`src/rtl/qea_host_sequencer.sv`:
```
// -----------------------------------------------------------------------------
// qea_host_sequencer
//
// Host-side job sequencer for a QEA accelerator. It accepts one job request
// and then:
//   1. streams gate-context words into the QEA context RAM,
//   2. streams the initial state vector into the QEA state RAM,
//   3. pulses o_start and waits for i_complete,
//   4. reads the final state vector back and forwards it as a result stream.
//
// Ports
//   clk, rst_n                     clock, asynchronous active-low reset
//   i_go, i_ins_num, i_qbit_num    job request and its parameters
//   i_ctx_valid/o_ctx_ready/i_ctx_word   context-word input stream
//   i_st_valid/o_st_ready/i_st_word      initial-state input stream
//   o_ctx_en/o_ctx_wea/o_ctx_addr/o_ctx_data          QEA context RAM port
//   o_state_ena/o_state_wea/o_state_addra/o_state_dina QEA state RAM port
//   o_start, o_qbit_num, i_complete, i_state_dout     QEA control / readback
//   o_rd_valid, o_rd_word          result stream (no backpressure)
//   o_busy, o_done                 status
//
// Optional feature (macro QEA_SEQ_CYCLE_COUNT_EN):
//   o_exec_cycles  32-bit count of RUN cycles of the latest job.
// -----------------------------------------------------------------------------
module qea_host_sequencer #(
    parameter int PE_NUM                  = 4,
    parameter int STATE_DATA_WIDTH        = 64,
    parameter int STATE_ADDR_WIDTH        = 16,
    parameter int GATE_CONTEXT_ADDR_WIDTH = 16,
    parameter int GATE_CONTEXT_DATA_WIDTH = 64,
    parameter int MAX_QBIT_WIDTH          = 6,
    parameter int RD_LAT                  = 1
) (
    input  logic                                 clk,
    input  logic                                 rst_n,
    input  logic                                 i_go,
    input  logic [GATE_CONTEXT_ADDR_WIDTH-1:0]   i_ins_num,
    input  logic [MAX_QBIT_WIDTH-1:0]            i_qbit_num,
    input  logic                                 i_ctx_valid,
    output logic                                 o_ctx_ready,
    input  logic [GATE_CONTEXT_DATA_WIDTH-1:0]   i_ctx_word,
    input  logic                                 i_st_valid,
    output logic                                 o_st_ready,
    input  logic [PE_NUM*STATE_DATA_WIDTH-1:0]   i_st_word,
    output logic                                 o_ctx_en,
    output logic                                 o_ctx_wea,
    output logic [GATE_CONTEXT_ADDR_WIDTH-1:0]   o_ctx_addr,
    output logic [GATE_CONTEXT_DATA_WIDTH-1:0]   o_ctx_data,
    output logic                                 o_state_ena,
    output logic                                 o_state_wea,
    output logic [STATE_ADDR_WIDTH-1:0]          o_state_addra,
    output logic [PE_NUM*STATE_DATA_WIDTH-1:0]   o_state_dina,
    output logic                                 o_start,
    output logic [MAX_QBIT_WIDTH-1:0]            o_qbit_num,
    input  logic                                 i_complete,
    input  logic [PE_NUM*STATE_DATA_WIDTH-1:0]   i_state_dout,
    output logic                                 o_rd_valid,
    output logic [PE_NUM*STATE_DATA_WIDTH-1:0]   o_rd_word,
    output logic                                 o_busy,
`ifdef QEA_SEQ_CYCLE_COUNT_EN
    output logic [31:0]                          o_exec_cycles,
`endif
    output logic                                 o_done
);

    localparam int SW  = PE_NUM * STATE_DATA_WIDTH;
    localparam int CAW = GATE_CONTEXT_ADDR_WIDTH;
    localparam int SAW = STATE_ADDR_WIDTH;
    // One shared address counter serves both RAMs and the drain timer.
    localparam int AW  = (CAW > SAW) ? CAW : SAW;

    typedef enum logic [2:0] {
        IDLE, LOAD_CTX, LOAD_ST, START, RUN, READ, DRAIN, DONE
    } state_t;

    state_t                    state, state_nxt;
    logic [AW-1:0]             addr_cnt;
    logic [CAW-1:0]            ctx_last;
    logic [MAX_QBIT_WIDTH-1:0] qbit_q;
    logic                      run_first;
    logic [RD_LAT-1:0]         rd_vld_p;
    logic [SAW-1:0]            st_last;
    logic                      ctx_term, st_term, drain_term;

    // Last state address = 2^(qbit-2) - 1, i.e. the low (qbit-2) bits set.
    // Saturates at all-ones when the vector exceeds the address space.
    function automatic logic [SAW-1:0] state_last_addr(input logic [MAX_QBIT_WIDTH-1:0] q);
        logic [SAW-1:0] r;
        r = '0;
        for (int i = 0; i < SAW; i++) begin
            if (i < int'(q) - 2) r[i] = 1'b1;
        end
        return r;
    endfunction

    assign st_last    = state_last_addr(qbit_q);
    assign ctx_term   = (addr_cnt == AW'(ctx_last));
    assign st_term    = (addr_cnt == AW'(st_last));
    assign drain_term = (addr_cnt == AW'(RD_LAT - 1));

    // State register
    always_ff @(posedge clk or negedge rst_n) begin
        if (!rst_n) state <= IDLE;
        else        state <= state_nxt;
    end

    // Next-state logic
    always_comb begin
        state_nxt = state;
        unique case (state)
            IDLE:     if (i_go) state_nxt = (i_ins_num == '0) ? LOAD_ST : LOAD_CTX;
            LOAD_CTX: if (i_ctx_valid && ctx_term) state_nxt = LOAD_ST;
            LOAD_ST:  if (i_st_valid && st_term) state_nxt = START;
            START:    state_nxt = RUN;
            // A stale i_complete from the previous job is masked in the first RUN cycle.
            RUN:      if (!run_first && i_complete) state_nxt = READ;
            READ:     if (st_term) state_nxt = DRAIN;
            DRAIN:    if (drain_term) state_nxt = DONE;
            DONE:     state_nxt = IDLE;
            default:  state_nxt = IDLE;
        endcase
    end

    // Job parameters, address counter and read-valid pipeline
    always_ff @(posedge clk or negedge rst_n) begin
        if (!rst_n) begin
            addr_cnt  <= '0;
            ctx_last  <= '0;
            qbit_q    <= '0;
            run_first <= 1'b0;
            rd_vld_p  <= '0;
        end else begin
            unique case (state)
                IDLE: begin
                    if (i_go) begin
                        addr_cnt <= '0;
                        ctx_last <= i_ins_num - 1'b1;
                        qbit_q   <= i_qbit_num;
                    end
                end
                LOAD_CTX: if (i_ctx_valid) addr_cnt <= ctx_term ? '0 : addr_cnt + AW'(1);
                LOAD_ST:  if (i_st_valid)  addr_cnt <= st_term  ? '0 : addr_cnt + AW'(1);
                READ:     addr_cnt <= st_term    ? '0 : addr_cnt + AW'(1);
                DRAIN:    addr_cnt <= drain_term ? '0 : addr_cnt + AW'(1);
                default:  addr_cnt <= addr_cnt;
            endcase
            run_first <= (state == START);
            // Read-valid travels RD_LAT stages behind each read-address cycle.
            rd_vld_p[0] <= (state == READ);
            for (int i = 1; i < RD_LAT; i++) rd_vld_p[i] <= rd_vld_p[i-1];
        end
    end

`ifdef QEA_SEQ_CYCLE_COUNT_EN
    logic [31:0] exec_cnt;

    always_ff @(posedge clk or negedge rst_n) begin
        if (!rst_n)              exec_cnt <= '0;
        else if (state == START) exec_cnt <= '0;
        else if (state == RUN)   exec_cnt <= exec_cnt + 32'd1;
    end

    assign o_exec_cycles = exec_cnt;
`endif

    // Output logic
    always_comb begin
        o_ctx_ready   = 1'b0;
        o_st_ready    = 1'b0;
        o_ctx_en      = 1'b0;
        o_ctx_wea     = 1'b0;
        o_ctx_addr    = '0;
        o_ctx_data    = '0;
        o_state_ena   = 1'b0;
        o_state_wea   = 1'b0;
        o_state_addra = '0;
        o_state_dina  = '0;
        o_start       = 1'b0;
        o_done        = 1'b0;
        unique case (state)
            LOAD_CTX: begin
                o_ctx_ready = 1'b1;
                o_ctx_addr  = addr_cnt[CAW-1:0];
                if (i_ctx_valid) begin
                    o_ctx_en   = 1'b1;
                    o_ctx_wea  = 1'b1;
                    o_ctx_data = i_ctx_word;
                end
            end
            LOAD_ST: begin
                o_st_ready    = 1'b1;
                o_state_addra = addr_cnt[SAW-1:0];
                if (i_st_valid) begin
                    o_state_ena  = 1'b1;
                    o_state_wea  = 1'b1;
                    o_state_dina = i_st_word;
                end
            end
            START: o_start = 1'b1;
            READ: begin
                o_state_ena   = 1'b1;
                o_state_addra = addr_cnt[SAW-1:0];
            end
            DONE:    o_done = 1'b1;
            default: ;
        endcase
    end

    assign o_busy     = (state != IDLE);
    assign o_qbit_num = qbit_q;
    assign o_rd_valid = rd_vld_p[RD_LAT-1];
    assign o_rd_word  = o_rd_valid ? i_state_dout : {SW{1'b0}};

endmodule

```
`config.mk`:
```
export PLATFORM = sky130hd
export DESIGN_NAME = qea_host_sequencer
export DESIGN_NICKNAME = d
export VERILOG_FILES = /design/src/rtl/qea_host_sequencer.sv
export SDC_FILE = /design/constraint.sdc
export NUM_CORES = 1
export LEC_CHECK = 0
export ABC_AREA = 1
export CAP_MARGIN = 0
export CORE_AREA = 2 2 484 486
export CTS_BUF_LIST = sky130_fd_sc_hd__clkbuf_8
export DETAILED_ROUTE_END_ITERATION = 10
export DIE_AREA = 0 0 486 488
export DONT_BUFFER_PORTS = 1
export PLACE_DENSITY = 0.3
export SYNTH_ARGS = -nofsm -noshare
export SYNTH_HDL_FRONTEND = slang
export SYNTH_SLANG_ARGS = --single-unit
```
`constraint.sdc`:
```
create_clock -name clk -period 3.2 [get_ports clk]
set_clock_uncertainty 0.05 [all_clocks]
set_input_delay 0 -clock clk [delete_from_list [all_inputs] [get_ports clk]]
set_output_delay 0 -clock clk [all_outputs]
set_load 0.02 [all_outputs]
```
# Yosys cells after proc, flatten, opt, wreduce, memory -nomap -nowiden
# Cells that the tools add are included.
# totals
ff_bits,43
input_bits,604
output_inout_bits,624
# classes
n_addsub,3
magnitude_cmp,16
eq_ne,17
n_mux,47
reduce_logical,13
# ops
operator,n
256-bit 2-to-1 mux,3
16-bit 2-to-1 mux,8
64-bit 2-to-1 mux,2
16-bit case mux with 5 select lines,1
"5-bit by 7-bit less-than comparator with 1-bit output, first input constant",8
16-bit == test,2
16-bit zero test,2
"4-bit by 7-bit less-than comparator with 1-bit output, first input constant",4
1-bit 2-to-1 mux,24
3-bit case mux with 8 select lines,1
3-bit 2-to-1 mux,6
"16-bit by 1-bit adder with 16-bit output, second input constant",1
"2-bit != test, second input constant",8
"16-bit by 1-bit subtractor with 16-bit output, second input constant",1
"3-bit by 7-bit less-than comparator with 1-bit output, first input constant",2
"3-bit == test, second input constant",4
"1-bit by 7-bit less-than comparator with 1-bit output, first input constant",1
"2-bit by 7-bit less-than comparator with 1-bit output, first input constant",1
"6-bit by 2-bit subtractor with 7-bit output, second input constant",1
"3-bit by 2-bit == test with 1-bit output, second input constant",2
6-bit AND reduction,1
5-bit nonzero test,1
4-bit AND reduction,1
"3-bit by 1-bit == test with 1-bit output, second input constant",1
8 further kinds,10

# Logic depth before layout (Yosys ltp)
# depth
ltp_word,7
depth_mapped,19

# Worst setup path before layout
# OpenSTA, ideal clock, no wires.
# synth_timing
path_type,flip-flop to flip-flop
start,reg qbit_q[1] (netlist: o_qbit_num[1])
end,reg addr_cnt[5]
setup_time_ps,128
arrival_time_ps,2382
required_time_ps,3022
slack_ps,641
stages_incl_launch_ff,16
path_buffers,1
synth_period_minus_slack_ps,2559
path_cell_list,dfrtp_1 -> clkinv_1 -> ha_1 -> xnor2_1 -> nand3_1 -> o21ai_1 -> nand3_1 -> nand2_1 -> nand2_1 -> nor2_1 -> nand3_2 -> nand2_2 -> nand2_4 -> buf_6 -> nand2_1 -> o21ai_1
# synth_via
elab_chain_cells,7
word_cells_on_any_way,37
cone_classes,1 x add/sub; 16 x order compare; 1 x eq/ne; 19 x mux
# synth_rtl
item,line_no,source
start: declaration,79,logic [MAX_QBIT_WIDTH-1:0] qbit_q;
start signal: assignment,138,qbit_q <= i_qbit_num;
6-bit by 2-bit subtractor with 7-bit output (*),91,if (i < int'(q) - 2) r[i] = 1'b1;
"1-bit by 7-bit less-than comparator with 1-bit output, or another cell as far along",91,
1-bit 2-to-1 mux,91,
16-bit == test (*),98,assign st_term = (addr_cnt == AW'(st_last));
16-bit 2-to-1 mux (*),"142, 143",
16-bit 2-to-1 mux,142,LOAD_ST: if (i_st_valid) addr_cnt <= st_term ? '0 : addr_cnt + AW'(1);
16-bit case mux with 5 select lines (*),133,unique case (state)
end signal: assignment,142,
end signal: assignment,143,READ: addr_cnt <= st_term ? '0 : addr_cnt + AW'(1);
end signal: assignment,144,DRAIN: addr_cnt <= drain_term ? '0 : addr_cnt + AW'(1);
end: declaration,77,logic [AW-1:0] addr_cnt;
# Mark *: on every way between the ends. The rest lies on a longest branch, timed or not. The select of a mux whose other input is x is not followed.
# A chain may end at the register's enable or synchronous reset.

# Worst setup path after layout
# layout_timing
start,reg state[1]
end,reg ctx_last[5]
# layout_via
elab_chain_cells,2
# layout_rtl
item,line_no,source
start: declaration,76,"state_t state, state_nxt;"
start signal: assignment,104,else state <= state_nxt;
3-bit zero test,133,
2-bit AND reduction (no line),-,
end signal: assignment,137,ctx_last <= i_ins_num - 1'b1;
end: declaration,78,logic [CAW-1:0] ctx_last;
# Every way passes these cells.

==> impl_results.md <==
* Status: completed
* Overflow after GRT at 0
* Setup crit start kind: register
* Leak pwr at 7.73 nW
* Largest area contributor in the netlist: nand2_1
* DR iter-0 viols at 1050
* WL final at 183000 um
* Via/cell ratio at 2.65
* Mapped Nets at 2401
* H-tree Lvls at 2
* Max-cap violations at 0
* Buffers plus inverters on the worst setup path at 5
* Slew Limit Headroom at 31.8%
* First-pass GRT wire length at 210000 um
* Critical path's top delay family: buffers and inverters
* Die width at 486 um
* Clk_lat worst skew at 0.33 ns
* Vias at 13.8k
* Worst Path Required at 3.37 ns
* Critical path endpoint category: register
* CTS Buffer Depth at 2
* RR Startpoint: state[1]
* PortBufs at 0
* Share of layout cells above drive strength 1 at 19.7%
* Die ar. at 237000 um2
* Cell count of the worst hold path at 4
* Crit share post-route at 90.6%
* Netlist Area Pre-Place at 8180 um2
* Post-DR wirelength/cell at 35.4 um
* CP most frequent cell: nor2_1
* GP Congestion at 0.973
* FFs w/ async S/R, synth at 100%
* Core area at 232000 um2
* Num CTS Buffers at 5
* Clk sinks at 43
* Setup TNS at 0 ns
* First-pass DRT Iterations at 8
* Pins over their slew limit at 0
* CP startpoint: state[1]
* Fin nets at 2713
* Hold WC Path Type: primary input to register
* Worst-path cell chain: nor2_1, inv_1, nor2_1, inv_1, nor2_1, buf_4, clkinvlp_4, nor2_1, a2bb2oi_1, dlygate4sd3_1
* Power Dens Cells at 639 nW/um2
* # IOs at 1228
* Root Buffer: clkbuf_8
* Hold Vio Cnt, Final at 0
* Vias in the first global route at 13.1k
* CTS tree: yes
* Finish-stage setup viols at 0
* Worst Path Arrival at 3.07 ns
* Tmin final at 2.90 ns
* Commonest cells post-synth: 731 x nand2_1, 401 x nor2_1, 319 x inv_1
* Global-route usage over all layers at 14.6%
* Worst Max-Slew Pin Slew at 1.02 ns
* Yosys warns at 0
* Hold Crit Start: i_ins_num[6]
* Synthesized flop and latch total at 43
* Cell Count, Final, Fillers Out at 5179
* Placed cell areas at 14500 um2
* Cell count after placement at 5102
* Initial cell density of the core at 3.53%
* Sequential share of the synthesized area at 13.2%
* WS Path Type: register to register
* Post-synth top flop: dfrtp_1
* HPWL after DPL at 171000 um
* Post-synth top area share at 33.6%
* Design Area, Final at 15000 um2
* RSZ-0062 raised after global routing: false
* Crit path largest cell delay at 0.56 ns
* Count leader, synth: nand2_1
* Area grow syn2layout at 83.6%
* Antenna violation net count after detailed routing at 0
* Reg2reg path depth at 10
* Gate Count Post-Synth at 1789
* Postcts setup bufs at 0
* Num rows at 177
* Crit. path cell count at 10
* Peak supply drop at 0.000349 V
* Crit Path Max Fanout at 22
* Largest net degree at the start of global routing at 259
* Initial antenna violation count at 182
* Worst path slowest cell: dlygate4sd3_1
* Synth cell types at 38
* Post-route DRC at 0
* Clock transition at the registers of the reported paths at 0.11 ns
* Height of the chip at 488 um
* Max Clk Rate at 345 MHz
* Post-Syn Area per Cell at 4.57 um2
* EDFF count, synth at 0
* Area contributors post-synth: nand2_1 34%, nor2_1 18%, inv_1 15%, dfrtp_1 13%, clkbuf_1 4.8%
tightest hold or removal path: cells and delay by family:
family          cells  cell delay (ns)
simple gates        2             0.14
compound gates      1             0.13
xor+xnor            1             0.09
through the flow:
stage                     hold WS [ns]  power, W  worst slack (ns)  util (%)
after CTS                      0.00983   0.00987             0.128      6.44
after floorplan                 -0.346   0.00553             0.641         -
after global placement          -0.339   0.00936             0.392      6.25
after global routing            0.0471    0.0105            0.0712      6.46
final                           0.0201   0.00960             0.302      6.48
after detailed placement        -0.339   0.00937             0.386      6.25
worst paths after layout:
kind | endpoint | slack, ns
min in group asynchronous | ctx_last[1] | 0.13
worst min register to register | ctx_last[15] | 0.46
max in group asynchronous | o_rd_valid | 2.69
worst min-delay path | ctx_last[8] | 0.02
worst max register to register | ctx_last[5] | 0.30
worst max-delay path | ctx_last[5] | 0.30
power breakdown:
part	switching [W]	internal (W)	total, W	leakage (nW)
logic	0.00652	0.00169	0.00821	7.13
clock network	0.000244	0.000151	0.000395	0.0456
registers	0.000282	0.000714	0.000996	0.554
total	0.00704	0.00255	0.00960	7.73
logic make-up (layout without fill, tap and decap cells):
group	count (synthesis)	count (layout)	share of synthesized area (%)
simple gates	1211	1211	57.6
xor+xnor	39	39	4.27
compound gates	50	50	3.38
buf+inv	438	751	20.4
flops	43	43	13.2
other cells	0	34	0
fa+ha+maj	8	8	1.22
layout by cell type, fill, tap and decap left out, types with 5 or more instances in the layout:
master / netlist / final
nand2_1: 731 / 731
o21ai_1: 6 / 6
clkbuf_8: 0 / 5
a21oi_1: 5 / 5
xor2_1: 25 / 25
nor3_1: 11 / 11
xnor2_1: 13 / 13
diode_2: 0 / 34
dlygate4sd3_1: 0 / 33
nor2_1: 401 / 400
nand3_1: 41 / 41
ha_1: 8 / 8
buf_4: 2 / 379
nand4_1: 10 / 10
dfrtp_1: 43 / 42
inv_1: 319 / 319
o21ai_0: 31 / 30
state kept, by name, indices dropped and copies added, names as in the netlist:
register,flops
addr_cnt,16
state,3
o_qbit_num,6
o_rd_valid,1
ctx_last,16
run_first,1
what timing repair did:
item / in CTS / in global routing
hold buffers: 34 / 0
hold endpoints to repair: 65 / 0
setup endpoints to repair: 0 / 2
gates resized for setup: 0 / 1
layout make-up:
type	count	area, um2
Antenna cell	34	85.1
Multi-Input combinational cell	1308	5440
Clock inverter	3	16.3
Timing Repair Buffer	417	3280
Tap cell	3043	3810
Timing Repair inverter	1	5.00
Fill cell	27700	217000
Clock buffer	5	68.8
Inverter	325	1230
Sequential cell	43	1080
layer usage:
layer	track usage (%)	up-vias	routed length, um
li1	-	5748	-
met1	14.5	6437	62500
met2	23.6	1185	82700
met3	12.1	344	33800
met4	2.11	36	3610
met5	2.16	-	568
(Power assumes the default switching activity.)
